File: src/rtl/demux_1_8_scheduler_if.sv
// demux_1_8_scheduler_if: upstream handshake, channel requests and demux drive bundle
interface demux_1_8_scheduler_if;
  logic       Data_In;
  logic       Data_Valid_In;
  logic       Data_Ready_Out;
  logic [7:0] Channel_Req_In;
  logic [7:0] Grant_Out;
  logic [2:0] Select_Out;
  logic       Enable_Out;
  logic       Data_Out;
  logic       Burst_Done_Out;
  logic       Busy_Out;
  modport master (
    output Data_In, Data_Valid_In, Channel_Req_In,
    input  Data_Ready_Out, Grant_Out, Select_Out, Enable_Out, Data_Out, Burst_Done_Out, Busy_Out
  );
  modport slave (
    input  Data_In, Data_Valid_In, Channel_Req_In,
    output Data_Ready_Out, Grant_Out, Select_Out, Enable_Out, Data_Out, Burst_Done_Out, Busy_Out
  );
endinterface

File: src/rtl/demux_1_8_scheduler.sv
// demux_1_8_scheduler: round-robin burst scheduler feeding one serial stream to a 1:8 demux
module demux_1_8_scheduler #(
  parameter int BURST_LEN = 4
) (
  input logic                    Clock_In,
  input logic                    Reset_In,
  demux_1_8_scheduler_if.slave   bus
);
  typedef enum logic {IDLE, XFER} state_t;
  localparam logic [3:0] LAST_BEAT = 4'(BURST_LEN - 1);
  state_t     state_q;
  logic [2:0] last_ch_q, select_q, winner;
  logic [3:0] beat_cnt_q;
  logic [7:0] grant_q;
  logic       enable_q, data_q, done_q, accept, burst_end;
  // Later offsets overwrite earlier ones, so the nearest requester after last_ch_q wins.
  always_comb begin
    winner = last_ch_q;
    for (int k = 8; k >= 1; k--)
      if (bus.Channel_Req_In[3'(last_ch_q + 3'(k))]) winner = 3'(last_ch_q + 3'(k));
  end
  assign accept    = (state_q == XFER) && bus.Data_Valid_In;
  assign burst_end = (state_q == XFER) &&
                     ((accept && beat_cnt_q == LAST_BEAT) || !bus.Channel_Req_In[last_ch_q]);
  always_ff @(posedge Clock_In) begin
    if (Reset_In) begin
      state_q    <= IDLE;
      last_ch_q  <= 3'd7;
      beat_cnt_q <= '0;
      select_q   <= '0;
      grant_q    <= '0;
      enable_q   <= 1'b0;
      data_q     <= 1'b0;
      done_q     <= 1'b0;
    end else begin
      enable_q <= accept;
      done_q   <= burst_end;
      if (accept) begin
        data_q     <= bus.Data_In;
        beat_cnt_q <= beat_cnt_q + 4'd1;
      end
      if (state_q == IDLE) begin
        if (|bus.Channel_Req_In) begin
          state_q    <= XFER;
          select_q   <= winner;
          grant_q    <= 8'd1 << winner;
          last_ch_q  <= winner;
          beat_cnt_q <= '0;
        end
      end else if (burst_end) begin
        state_q <= IDLE;
        grant_q <= '0;
      end
    end
  end
  assign bus.Data_Ready_Out = (state_q == XFER);
  assign bus.Busy_Out       = (state_q == XFER);
  assign bus.Grant_Out      = grant_q;
  assign bus.Select_Out     = select_q;
  assign bus.Enable_Out     = enable_q;
  assign bus.Data_Out       = data_q;
  assign bus.Burst_Done_Out = done_q;
endmodule
File: src/flat_wrapper.sv
// flat-port wrapper written by rule: the top's interface ports become plain ports
module demux_1_8_scheduler_flat 
#(
  parameter int BURST_LEN = 4
)
  (Clock_In, Reset_In, bus_Data_In, bus_Data_Valid_In, bus_Channel_Req_In, bus_Data_Ready_Out, bus_Grant_Out, bus_Select_Out, bus_Enable_Out, bus_Data_Out, bus_Burst_Done_Out, bus_Busy_Out);
  demux_1_8_scheduler_if bus_i ();
  input logic Clock_In;
  input logic Reset_In;
  input wire logic [$bits(bus_i.Data_In)-1:0] bus_Data_In;
  input wire logic [$bits(bus_i.Data_Valid_In)-1:0] bus_Data_Valid_In;
  input wire logic [$bits(bus_i.Channel_Req_In)-1:0] bus_Channel_Req_In;
  output wire logic [$bits(bus_i.Data_Ready_Out)-1:0] bus_Data_Ready_Out;
  output wire logic [$bits(bus_i.Grant_Out)-1:0] bus_Grant_Out;
  output wire logic [$bits(bus_i.Select_Out)-1:0] bus_Select_Out;
  output wire logic [$bits(bus_i.Enable_Out)-1:0] bus_Enable_Out;
  output wire logic [$bits(bus_i.Data_Out)-1:0] bus_Data_Out;
  output wire logic [$bits(bus_i.Burst_Done_Out)-1:0] bus_Burst_Done_Out;
  output wire logic [$bits(bus_i.Busy_Out)-1:0] bus_Busy_Out;
  assign bus_i.Data_In = bus_Data_In;
  assign bus_i.Data_Valid_In = bus_Data_Valid_In;
  assign bus_i.Channel_Req_In = bus_Channel_Req_In;
  assign bus_Data_Ready_Out = bus_i.Data_Ready_Out;
  assign bus_Grant_Out = bus_i.Grant_Out;
  assign bus_Select_Out = bus_i.Select_Out;
  assign bus_Enable_Out = bus_i.Enable_Out;
  assign bus_Data_Out = bus_i.Data_Out;
  assign bus_Burst_Done_Out = bus_i.Burst_Done_Out;
  assign bus_Busy_Out = bus_i.Busy_Out;
  demux_1_8_scheduler #(.BURST_LEN(BURST_LEN)) u_core (.Clock_In(Clock_In), .Reset_In(Reset_In), .bus(bus_i));
endmodule
File: config.mk
export PLATFORM = sky130hd
export DESIGN_NAME = demux_1_8_scheduler_flat
export DESIGN_NICKNAME = d
export VERILOG_FILES = /design/src/rtl/demux_1_8_scheduler_if.sv /design/src/rtl/demux_1_8_scheduler.sv /design/src/flat_wrapper.sv
export SDC_FILE = /design/constraint.sdc
export NUM_CORES = 1
export LEC_CHECK = 0
export ABC_AREA = 1
export CAP_MARGIN = 40
export CORE_UTILIZATION = 30
export DETAILED_ROUTE_END_ITERATION = 8
export GPL_TIMING_DRIVEN = 0
export PLACE_DENSITY = 0.52
export RECOVER_POWER = 25
export SLEW_MARGIN = 20
export SYNTH_ARGS = -nofsm -noshare
export SYNTH_HDL_FRONTEND = slang
export SYNTH_SLANG_ARGS = --single-unit
File: constraint.sdc
create_clock -name Clock_In -period 4.6 [get_ports Clock_In]
set_input_delay 0.92 -clock Clock_In [delete_from_list [all_inputs] [get_ports Clock_In]]
set_output_delay 0.92 -clock Clock_In [all_outputs]
set_load 0.01 [all_outputs]
==> impl_metrics.py <==
metrics = {
    "setup_path": {
        "cp_top_family": "buffers and inverters",
        "cp_data_arrival_time_ns": 2.82,
        "cpPeakStageDelay_ns": 0.48,
        "critPathKind": "input port to flop",
        "crit_slowest_cell": "clkdlybuf4s50_1",
        "cp-end-kind": "flop",
        "crit_chain": "clkdlybuf4s50_1, nor4_1, and3_1, nor2_4, inv_1, nand2_1, inv_1, nand2_1, a21oi_1",
        "critPathLaunchType": "input port",
        "crit_fanout": 8,
        "cp_num_buf_inv": 3,
        "reg2reg_slack_ns": 2.05,
        "cp.required_ns": 4.80,
    },
    "drt": {
        "wire_per_inst_um": 10.8,
        "first_pass_iters": 4,
        "wirelength_mm": 3.68,
        "dr.first_iter.drc_count": 41,
        "viasPerCell": 4.43,
        "route.detailed.drc": 0,
        "antenna_left": 0,
        "vias": 1515,
    },
    "finish": {
        "fin_area_um2": 2090,
        "antenna_cells": 0,
        "mostFrequentLayoutCells": "nand2_1 (65), nor2_1 (26), inv_1 (22), dfxtp_1 (22), nand3_2 (20)",
        "area_growth_pct": 25.8,
        "fillers": 574,
        "drive_above_1_share": 0.246,
        "nNetsFinal": 288,
        "final_common_cell": "nand2_1",
    },
    "logic_synthesis": {
        "synth_top_family_by_area": "simple AND/OR/NAND/NOR gates",
        "synth-async-reset-ratio": 0,
        "synth_seq_cells": 22,
        "synth_ff_type": "dfxtp_1",
        "synth_xor_area_frac": 0.0150,
        "synth_edf_count": 0,
        "avgSynthCellArea_um2": 6.90,
        "netlist_instances": 241,
        "synth_area_um2": 1660,
        "yosys.area_share.simple": 0.509,
        "ys_seq_area_frac": 0.265,
        "ys_types": 28,
        "synth.area.mux_share": 0,
        "yosysWarnings": 0,
        "synth_compound_area_frac": 0.0790,
        "synth_fa_ha_area_frac": 0.0226,
        "synth_nets": 256,
    },
    "die": {
        "start_util": 0.317,
        "core_area_um2": 5240,
        "die_area_um2": 5840,
        "die_w_um": 76.5,
        "die_height_um": 76.5,
        "ioPinCount": 28,
        "core.rowCount": 26,
    },
    "sta": {
        "fin_crit_ns": 2.62,
        "setup-violations-final": 0,
        "slew_violations": 0,
        "period_share": 0.571,
        "hold_viol": 0,
        "grt_setup_unrepaired": "no",
        "fmax_ghz": 0.381,
        "finClkSkew_ns": 0.00824,
        "worst_pin_slew_ns": 0.436,
        "slew_headroom": 0.710,
        "fin_tns_setup_ns": 0,
    },
    "hold_path": {
        "hold_path.class": "flop to flop",
    },
    "power_and_ir_drop": {
        "peakVddDrop_v": 0.000306,
        "cellPowerDensity_nw_per_um2": 851,
        "power_leakage_nw": 1.01,
    },
    "global_route": {
        "grt_usage": 0.134,
        "grt_overflow_total": 0,
        "first_global_vias": 1422,
        "antenna_found_initial": 0,
        "grt_pass1_wl_mm": 6.42,
        "grt_max_degree": 14,
    },
    "place": {
        "io_buffers": 27,
        "place_area_um2": 2020,
        "gp_congestion": 0.817,
        "hpwl_mm": 2.98,
    },
    "clock_network": {
        "clk_pin_slew_ns": 0.09,
        "numCtsBuffers": 3,
        "cts_tree": "yes",
        "clock_path_buffers": 2,
        "clock_latency_ns": 0.26,
        "cts-resized-gates": 0,
        "holdBufCountCts": 0,
        "cts_setup_buffers": 0,
        "cts_sinks": 22,
        "root_buffer": "clkbuf_8",
        "h-tree-depth": 1,
    },
    "outcome": {
        "status": "finished, final reports clean",
    },
    "run": {
        "cap_violations": 0,
    },
}
==> worst register-to-register path, delay by kind of cell, from the launching register on <==
kind	cells	cell delay, ns
and+or+nand+nor	12	0.98
buffers and inverters	5	0.67
DFF	1	0.35
adders and majority gates	1	0.29
AOI/OAI and AO/OA	1	0.14
==> power by group <==
group          leakage [nW]  internal, mW  total [mW]  switching, mW
Clock                0.0357         0.116       0.180         0.0643
Sequential            0.180         0.249       0.277         0.0279
Combinational         0.794         0.493        1.32          0.830
==> path summary, 6_finish.rpt <==
| kind | start | end | cells past startpoint |
|---|---|---|---|
| min | u_core.bus.Grant_Out[2] | u_core.bus.Grant_Out[2] | 2 |
| min reg2reg | u_core.bus.Grant_Out[2] | u_core.bus.Grant_Out[2] | 2 |
| max reg2reg | u_core.last_ch_q[0] | u_core.bus.Grant_Out[5] | 19 |
| max | bus_Channel_Req_In[3] | u_core.bus.Grant_Out[7] | 9 |
==> Yosys cell counts, types with 2 or more instances <==
cell type / n / area [um2]
nand2_2: 14 / 87.6
dfxtp_1: 22 / 440
nor2_1: 26 / 97.6
inv_2: 6 / 22.5
nor2_4: 2 / 22.5
inv_1: 22 / 82.6
inv_4: 2 / 12.5
nand3_2: 20 / 200
nand2_1: 65 / 244
nor3_1: 2 / 10.0
buf_4: 4 / 30.0
nand3_1: 16 / 80.1
a21oi_2: 2 / 17.5
o211ai_1: 3 / 22.5
nand2_4: 7 / 78.8
a21oi_1: 14 / 70.1
ha_1: 3 / 37.5
==> cell families after synthesis <==
family	count (synthesis)
and+or+nand+nor	156
buffers and inverters	37
DFF	22
AOI/OAI and AO/OA	21
adders and majority gates	3
xor gates and xnor gates	2
==> layer usage <==
metal  part of all wire  routed length, um  global-route usage  vias up
met5                  0                  0                   0        -
met3              0.029                106              0.0156        2
met2               0.45               1660               0.228       22
met1               0.51               1880               0.176      667
li1                   -                  -                   -      824
met4             0.0076                 28              0.0404        0
==> registers in the layout, indices dropped and copies added, names as in the netlist <==
register,cells
u_core.last_ch_q,3
u_core.bus.Data_Out,1
u_core.bus.Busy_Out,1
u_core.beat_cnt_q,4
u_core.bus.Select_Out,3
u_core.bus.Grant_Out,8
u_core.bus.Enable_Out,1
u_core.bus.Burst_Done_Out,1
==> cell type report <==
type	instances	area [um2]	area share
inverter	30	118	0.0562
clock inverter	1	30.0	0.0144
timing repair buffer	27	270	0.129
tap	70	87.6	0.0419
buffer	7	65.1	0.0311
sequential	22	440	0.211
clock buffer	3	41.3	0.0197
multi-input combinational	182	1040	0.497
==> per-stage QoR <==
step / util / power [mW] / std cells / hold WS (ns) / setup slack, ns
floorplan: - / 1.33 / 241 / 0.452 / 2.37
global placement: 0.386 / 1.63 / 338 / 0.455 / 1.67
detailed placement: 0.386 / 1.62 / 338 / 0.460 / 1.68
CTS: 0.399 / 1.81 / 342 / 0.473 / 1.94
global route: 0.399 / 1.99 / 342 / 0.493 / 1.72
finish: 0.399 / 1.78 / 342 / 0.470 / 1.98
(Power assumes the default switching activity.)
